### src/rtl/hazard_fwd_ctrl.sv
// rtl/hazard_fwd_ctrl.sv - hazard detection and operand forwarding control for a 5-stage pipeline
module hazard_fwd_ctrl #(
    parameter int REG_W = 5,
    parameter int CNT_W = 16
) (
    input  logic             clk,
    input  logic             rst,
    input  logic             id_valid,
    input  logic [REG_W-1:0] id_rs,
    input  logic [REG_W-1:0] id_rt,
    input  logic             id_use_rs,
    input  logic             id_use_rt,
    input  logic [REG_W-1:0] id_rd,
    input  logic             id_regwrite,
    input  logic             id_memread,
    input  logic             ex_branch_taken,
    input  logic             mem_wait,
    output logic [1:0]       fwd_a,
    output logic [1:0]       fwd_b,
    output logic             pc_hold,
    output logic             ifid_hold,
    output logic             ifid_flush,
    output logic             idex_bubble,
    output logic             freeze,
    output logic [CNT_W-1:0] stall_cnt
);

    typedef enum logic [1:0] {
        RUN      = 2'd0,
        LU_STALL = 2'd1,
        FROZEN   = 2'd2
    } state_t;

    state_t state_q, state_d;

    // Shadow of the EX stage: everything needed for forwarding and load-use checks
    logic             ex_valid_q, ex_use_rs_q, ex_use_rt_q, ex_regwrite_q, ex_memread_q;
    logic [REG_W-1:0] ex_rs_q, ex_rt_q, ex_rd_q;
    // Shadows of MEM and WB: only the write-back identity matters there
    logic             mem_valid_q, mem_regwrite_q;
    logic [REG_W-1:0] mem_rd_q;
    logic             wb_valid_q, wb_regwrite_q;
    logic [REG_W-1:0] wb_rd_q;

    logic [CNT_W-1:0] cnt_q, cnt_d;

    logic lu;
    logic lu_stall;
    logic mem_hit_a, mem_hit_b, wb_hit_a, wb_hit_b;

    // A load in EX whose (non-r0) destination feeds the instruction in ID
    always_comb begin
        lu = id_valid && ex_valid_q && ex_memread_q && (ex_rd_q != '0) &&
             ((id_use_rs && (id_rs == ex_rd_q)) || (id_use_rt && (id_rt == ex_rd_q)));
        // LU_STALL always holds a bubble in EX, so lu cannot re-fire there
        lu_stall = lu && (state_q != LU_STALL);
    end

    // Forward selects: youngest producer (MEM) beats WB; r0 never forwards
    always_comb begin
        mem_hit_a = mem_valid_q && mem_regwrite_q && (mem_rd_q != '0) &&
                    (mem_rd_q == ex_rs_q) && ex_use_rs_q;
        mem_hit_b = mem_valid_q && mem_regwrite_q && (mem_rd_q != '0) &&
                    (mem_rd_q == ex_rt_q) && ex_use_rt_q;
        wb_hit_a  = wb_valid_q && wb_regwrite_q && (wb_rd_q != '0) &&
                    (wb_rd_q == ex_rs_q) && ex_use_rs_q;
        wb_hit_b  = wb_valid_q && wb_regwrite_q && (wb_rd_q != '0) &&
                    (wb_rd_q == ex_rt_q) && ex_use_rt_q;
        fwd_a = 2'b00;
        fwd_b = 2'b00;
        if (ex_valid_q) begin
            if (mem_hit_a)     fwd_a = 2'b01;
            else if (wb_hit_a) fwd_a = 2'b10;
            if (mem_hit_b)     fwd_b = 2'b01;
            else if (wb_hit_b) fwd_b = 2'b10;
        end
    end

    // Pipeline control outputs in priority order: freeze, flush, load-use stall
    always_comb begin
        freeze      = 1'b0;
        pc_hold     = 1'b0;
        ifid_hold   = 1'b0;
        ifid_flush  = 1'b0;
        idex_bubble = 1'b0;
        if (mem_wait) begin
            freeze    = 1'b1;
            pc_hold   = 1'b1;
            ifid_hold = 1'b1;
        end else if (ex_branch_taken) begin
            ifid_flush  = 1'b1;
            idex_bubble = 1'b1;
        end else if (lu_stall) begin
            pc_hold     = 1'b1;
            ifid_hold   = 1'b1;
            idex_bubble = 1'b1;
        end
    end

    // FSM next state: a memory wait dominates, a taken branch cancels the stall
    always_comb begin
        state_d = state_q;
        case (state_q)
            RUN: begin
                if (mem_wait)                      state_d = FROZEN;
                else if (lu && !ex_branch_taken)   state_d = LU_STALL;
            end
            LU_STALL: state_d = mem_wait ? FROZEN : RUN;
            FROZEN:   state_d = mem_wait ? FROZEN : RUN;
            default:  state_d = RUN;
        endcase
    end

    // Stall counter counts every PC-hold cycle and sticks at all-ones
    always_comb begin
        cnt_d = cnt_q;
        if (pc_hold && (cnt_q != {CNT_W{1'b1}})) cnt_d = cnt_q + CNT_W'(1);
    end

    // State, counter and shadow records; records hold while frozen
    always_ff @(posedge clk) begin
        if (rst) begin
            state_q        <= RUN;
            cnt_q          <= '0;
            ex_valid_q     <= 1'b0;
            ex_rs_q        <= '0;
            ex_rt_q        <= '0;
            ex_use_rs_q    <= 1'b0;
            ex_use_rt_q    <= 1'b0;
            ex_rd_q        <= '0;
            ex_regwrite_q  <= 1'b0;
            ex_memread_q   <= 1'b0;
            mem_valid_q    <= 1'b0;
            mem_rd_q       <= '0;
            mem_regwrite_q <= 1'b0;
            wb_valid_q     <= 1'b0;
            wb_rd_q        <= '0;
            wb_regwrite_q  <= 1'b0;
        end else begin
            state_q <= state_d;
            cnt_q   <= cnt_d;
            if (!freeze) begin
                wb_valid_q     <= mem_valid_q;
                wb_rd_q        <= mem_rd_q;
                wb_regwrite_q  <= mem_regwrite_q;
                mem_valid_q    <= ex_valid_q;
                mem_rd_q       <= ex_rd_q;
                mem_regwrite_q <= ex_regwrite_q;
                ex_valid_q     <= id_valid && !idex_bubble;
                ex_rs_q        <= id_rs;
                ex_rt_q        <= id_rt;
                ex_use_rs_q    <= id_use_rs;
                ex_use_rt_q    <= id_use_rt;
                ex_rd_q        <= id_rd;
                ex_regwrite_q  <= id_regwrite;
                ex_memread_q   <= id_memread;
            end
        end
    end

    assign stall_cnt = cnt_q;

endmodule

### config.mk
export PLATFORM = sky130hd
export DESIGN_NAME = hazard_fwd_ctrl
export DESIGN_NICKNAME = d
export VERILOG_FILES = /design/src/rtl/hazard_fwd_ctrl.sv
export SDC_FILE = /design/constraint.sdc
export NUM_CORES = 1
export LEC_CHECK = 0
export BUFFER_PORTS_ARGS = -buffer_cell sky130_fd_sc_hd__buf_2
export CORE_AREA = 5 5 95 75
export DETAILED_ROUTE_END_ITERATION = 8
export DIE_AREA = 0 0 100 80
export PLACE_DENSITY = 0.69
export SYNTH_ARGS = -nofsm -noshare
export SYNTH_HDL_FRONTEND = slang
export SYNTH_SLANG_ARGS = --single-unit
### constraint.sdc
create_clock -name clk -period 2.7 [get_ports clk]
set_input_delay 0.135 -clock clk [delete_from_list [all_inputs] [get_ports clk]]
set_output_delay 0.135 -clock clk [all_outputs]
set_load 0.1 [all_outputs]
==> impl_metrics.py <==
metrics = {
    "finish": {
        "diodes": 0,
        "final_cell_mix": "dfxtp_1, buf_2, nor2_1",
        "final_common_cell": "dfxtp_1",
        "nFillCells": 577,
        "drive_gt1_frac": 0.219,
        "finalCoreUtilization": 0.503,
        "area_delta_synth_final_pct": 15.9,
        "fin_nets": 360,
        "fin_cells": 414,
    },
    "pwr": {
        "vdd_ir_drop_max_mv": 0.230,
        "comb_power_share": 0.134,
        "p_int_mw": 1.18,
        "pwr-share-clk": 0.350,
        "power.share.switching": 0.265,
        "p_switching_mw": 0.425,
        "cellPowerDensity_mw_per_mm2": 523,
        "p_leak_nw": 1.28,
        "seqPwrFrac": 0.516,
    },
    "global_route": {
        "grt_pass1_wl_um": 10100,
        "grt-ovfl-total": 0,
        "grt_pass1_vias": 2015,
        "grt_max_degree": 40,
        "grt.total_usage": 0.158,
        "antenna_found_initial": 0,
    },
    "clock_network": {
        "cts_sinks": 52,
        "ctsHtreeMaxLevel": 2,
        "postCtsHoldBufs": 0,
        "cts_max_path_buffers": 2,
        "cts_buffers": 5,
        "cts.clk_slew.worst_paths_ps": 100,
        "ctsResizeCount": 0,
        "cts_tree": "done",
        "cts_setup_buffers": 0,
        "clkLatencyLatePin_ps": 300,
        "root_buffer": "clkbuf_8",
    },
    "yosys": {
        "synth_top_area_cell": "dfxtp_1",
        "synthCells": 289,
        "synth_edf_count": 0,
        "synthFlopType": "dfxtp_1",
        "ys_types": 41,
        "synthArstFlopShare": 0,
        "synth_area_leaders": "dfxtp_1, mux2i_1, xnor2_1",
        "synth_area_mm2": 0.00265,
        "synth.top_cell.area_share": 0.394,
        "syn-num-nets": 317,
        "ys.warnings.count": 0,
        "seq_area_frac_synth": 0.394,
        "ys_seq_elements": 52,
        "syn_avg_cell_area_um2": 9.15,
    },
    "setup_path": {
        "regToRegSetupSlack_ps": 520,
        "cp_cell_sequence": "nor3_2 > a21oi_2 > nor3b_2 > a21oi_2 > inv_1 > buf_2",
        "timing.rr.end": "stall_cnt[10]$_SDFFE_PP0P_",
        "cp_slowest_stage_delay_ps": 560,
        "crit_path_frequent_cell": "a21oi_2",
        "r2r_start": "ex_rd_q[2]$_SDFFE_PP0N_",
        "required_ps": 2570,
        "ff2ff_path_depth": 7,
        "path_max_fanout": 18,
        "critPathLaunchType": "flip-flop",
        "crit_type": "reg -> out",
        "cp_slowest_cell": "a21oi_2",
        "end_kind": "output pin",
        "critPathArrivalTime_ps": 2360,
    },
    "sta": {
        "fmax_mhz": 400,
        "whs_ps": 65.5,
        "min_period_ps": 2500,
        "finalHoldViolCount": 0,
        "worstMarginPinSlew_ps": 719,
        "slew_headroom": 0.520,
        "fin_ws_ps": 201,
        "rsz0062_at_grt": "false",
        "finalSetupViolations": 0,
        "slew_viol_final": 0,
        "fin_setup_tns_ps": 0,
        "fin_skew_ps": 9.45,
        "finalCritPeriodShare": 0.925,
    },
    "detailed_routing": {
        "avgViaCountPerCell": 5.25,
        "finalWirelength_um": 6080,
        "detail_route.iter0.violations": 119,
        "ant_nets": 0,
        "wl_per_cell_um": 14.7,
        "vias": 2173,
        "drcViolationCount": 0,
        "firstDrtPassIters": 4,
    },
    "place": {
        "gp_congestion": 0.926,
        "portBuffers": 48,
        "hpwl_um": 4490,
        "placed_cells": 406,
        "dpl_worst_slack_ps": 530,
    },
    "run": {
        "max-cap-violations": 0,
    },
    "outcome": {
        "status": "finished clean",
    },
    "worst_hold_path": {
        "min_from": "id_regwrite",
        "holdPathEnd": "ex_regwrite_q$_SDFFE_PP0N_",
        "hold_class": "in -> reg",
        "hold_depth": 3,
    },
    "die": {
        "start_util": 0.434,
        "dieWidth_um": 100,
        "io_pins": 49,
        "placeableCoreArea_mm2": 0.00610,
        "dieArea_mm2": 0.00800,
        "die_y_um": 80,
        "rows": 25,
    },
}
==> power by group through the flow <==
| stage | Sequential, mW | Clock (mW) | Combinational, mW |
|---|---|---|---|
| after floorplan | 0.851 | 0 | 0.153 |
| after global placement | 0.844 | 0 | 0.213 |
| after detailed placement | 0.844 | 0 | 0.215 |
| after CTS | 0.827 | 0.581 | 0.216 |
| after global routing | 0.832 | 0.613 | 0.233 |
| final | 0.827 | 0.562 | 0.215 |
==> kinds of logic (layout without fill, tap and decap cells) <==
logic type / count (synthesis) / in the layout / synth area share
xor gates and xnor gates: 30 / 30 / 0.0993
AOI/OAI and AO/OA: 34 / 34 / 0.0828
DFF: 52 / 52 / 0.394
muxes: 37 / 37 / 0.141
adders and majority gates: 4 / 4 / 0.0189
buffers and inverters: 22 / 66 / 0.0421
and+or+nand+nor: 110 / 110 / 0.222
==> synthesized netlist by cell type (3+ instances only) <==
| cell type | n |
|---|---|
| dfxtp_1 | 52 |
| nor2_1 | 42 |
| mux2i_1 | 34 |
| xnor2_1 | 22 |
| a21oi_1 | 13 |
| nand2_1 | 11 |
| or4_1 | 10 |
| xor2_1 | 8 |
| nand3_1 | 7 |
| nor3_1 | 7 |
| o31ai_1 | 7 |
| clkbuf_1 | 6 |
| inv_1 | 6 |
| nand4_1 | 6 |
| o21ai_0 | 5 |
| and2_1 | 4 |
| ha_1 | 4 |
| nor2b_1 | 4 |
| nor4_1 | 4 |
| buf_1 | 3 |
| buf_4 | 3 |
| mux2_2 | 3 |
| nor3b_1 | 3 |
==> worst max path at each step <==
stage                                    startpoint                        end
after global routing        ex_rd_q[1]$_SDFFE_PP0N_                  ifid_hold
after global placement      ex_rd_q[0]$_SDFFE_PP0N_                    pc_hold
after floorplan           stall_cnt[0]$_SDFFE_PP0P_  stall_cnt[8]$_SDFFE_PP0P_
after CTS                   ex_rd_q[0]$_SDFFE_PP0N_                  ifid_hold
after detailed placement    ex_rd_q[0]$_SDFFE_PP0N_                  ifid_hold
final                       ex_rd_q[0]$_SDFFE_PP0N_                  ifid_hold
==> state kept, by name (all words and copies together), names as in the netlist <==
name	cells
wb_rd_q	5
ex_use_rs_q	1
wb_regwrite_q	1
stall_cnt	16
mem_regwrite_q	1
ex_valid_q	1
mem_rd_q	5
wb_valid_q	1
ex_regwrite_q	1
ex_rt_q	5
ex_rs_q	5
mem_valid_q	1
ex_memread_q	1
ex_use_rt_q	1
state_q	2
ex_rd_q	5
==> stage by stage <==
stage          power (mW)  area, µm²
3_5_place_dp         1.06       2940
3_3_place_gp         1.06       2940
4_1_cts              1.62       3070
6_report             1.60       3070
5_1_grt              1.68       3070
2_1_floorplan        1.00       2660
==> worst max-delay path, delay by kind of cell, from the launching register on <==
family	cells	cell delay (ps)
AOI/OAI and AO/OA	2	650
buffers and inverters	2	630
DFF	1	380
and+or+nand+nor	2	390
==> area by class of cell <==
type | instances | area (µm²) | area share
clock inverter | 2 | 38.8 | 0.0127
timing repair buffer | 52 | 270 | 0.0882
inverter | 6 | 22.5 | 0.00735
sequential | 52 | 1040 | 0.340
multi-input combinational | 215 | 1510 | 0.492
tap | 81 | 101 | 0.0331
clock buffer | 6 | 82.6 | 0.0269
==> metal layers <==
layer,track usage,vias to the layer above,routed length (µm)
li1,-,1105,-
met1,0.222,1021,3000
met2,0.240,43,2720
met3,0.0323,4,292
met4,0.0525,0,68
met5,0,-,0
No activity file was read; power rests on OpenSTA's default activity.
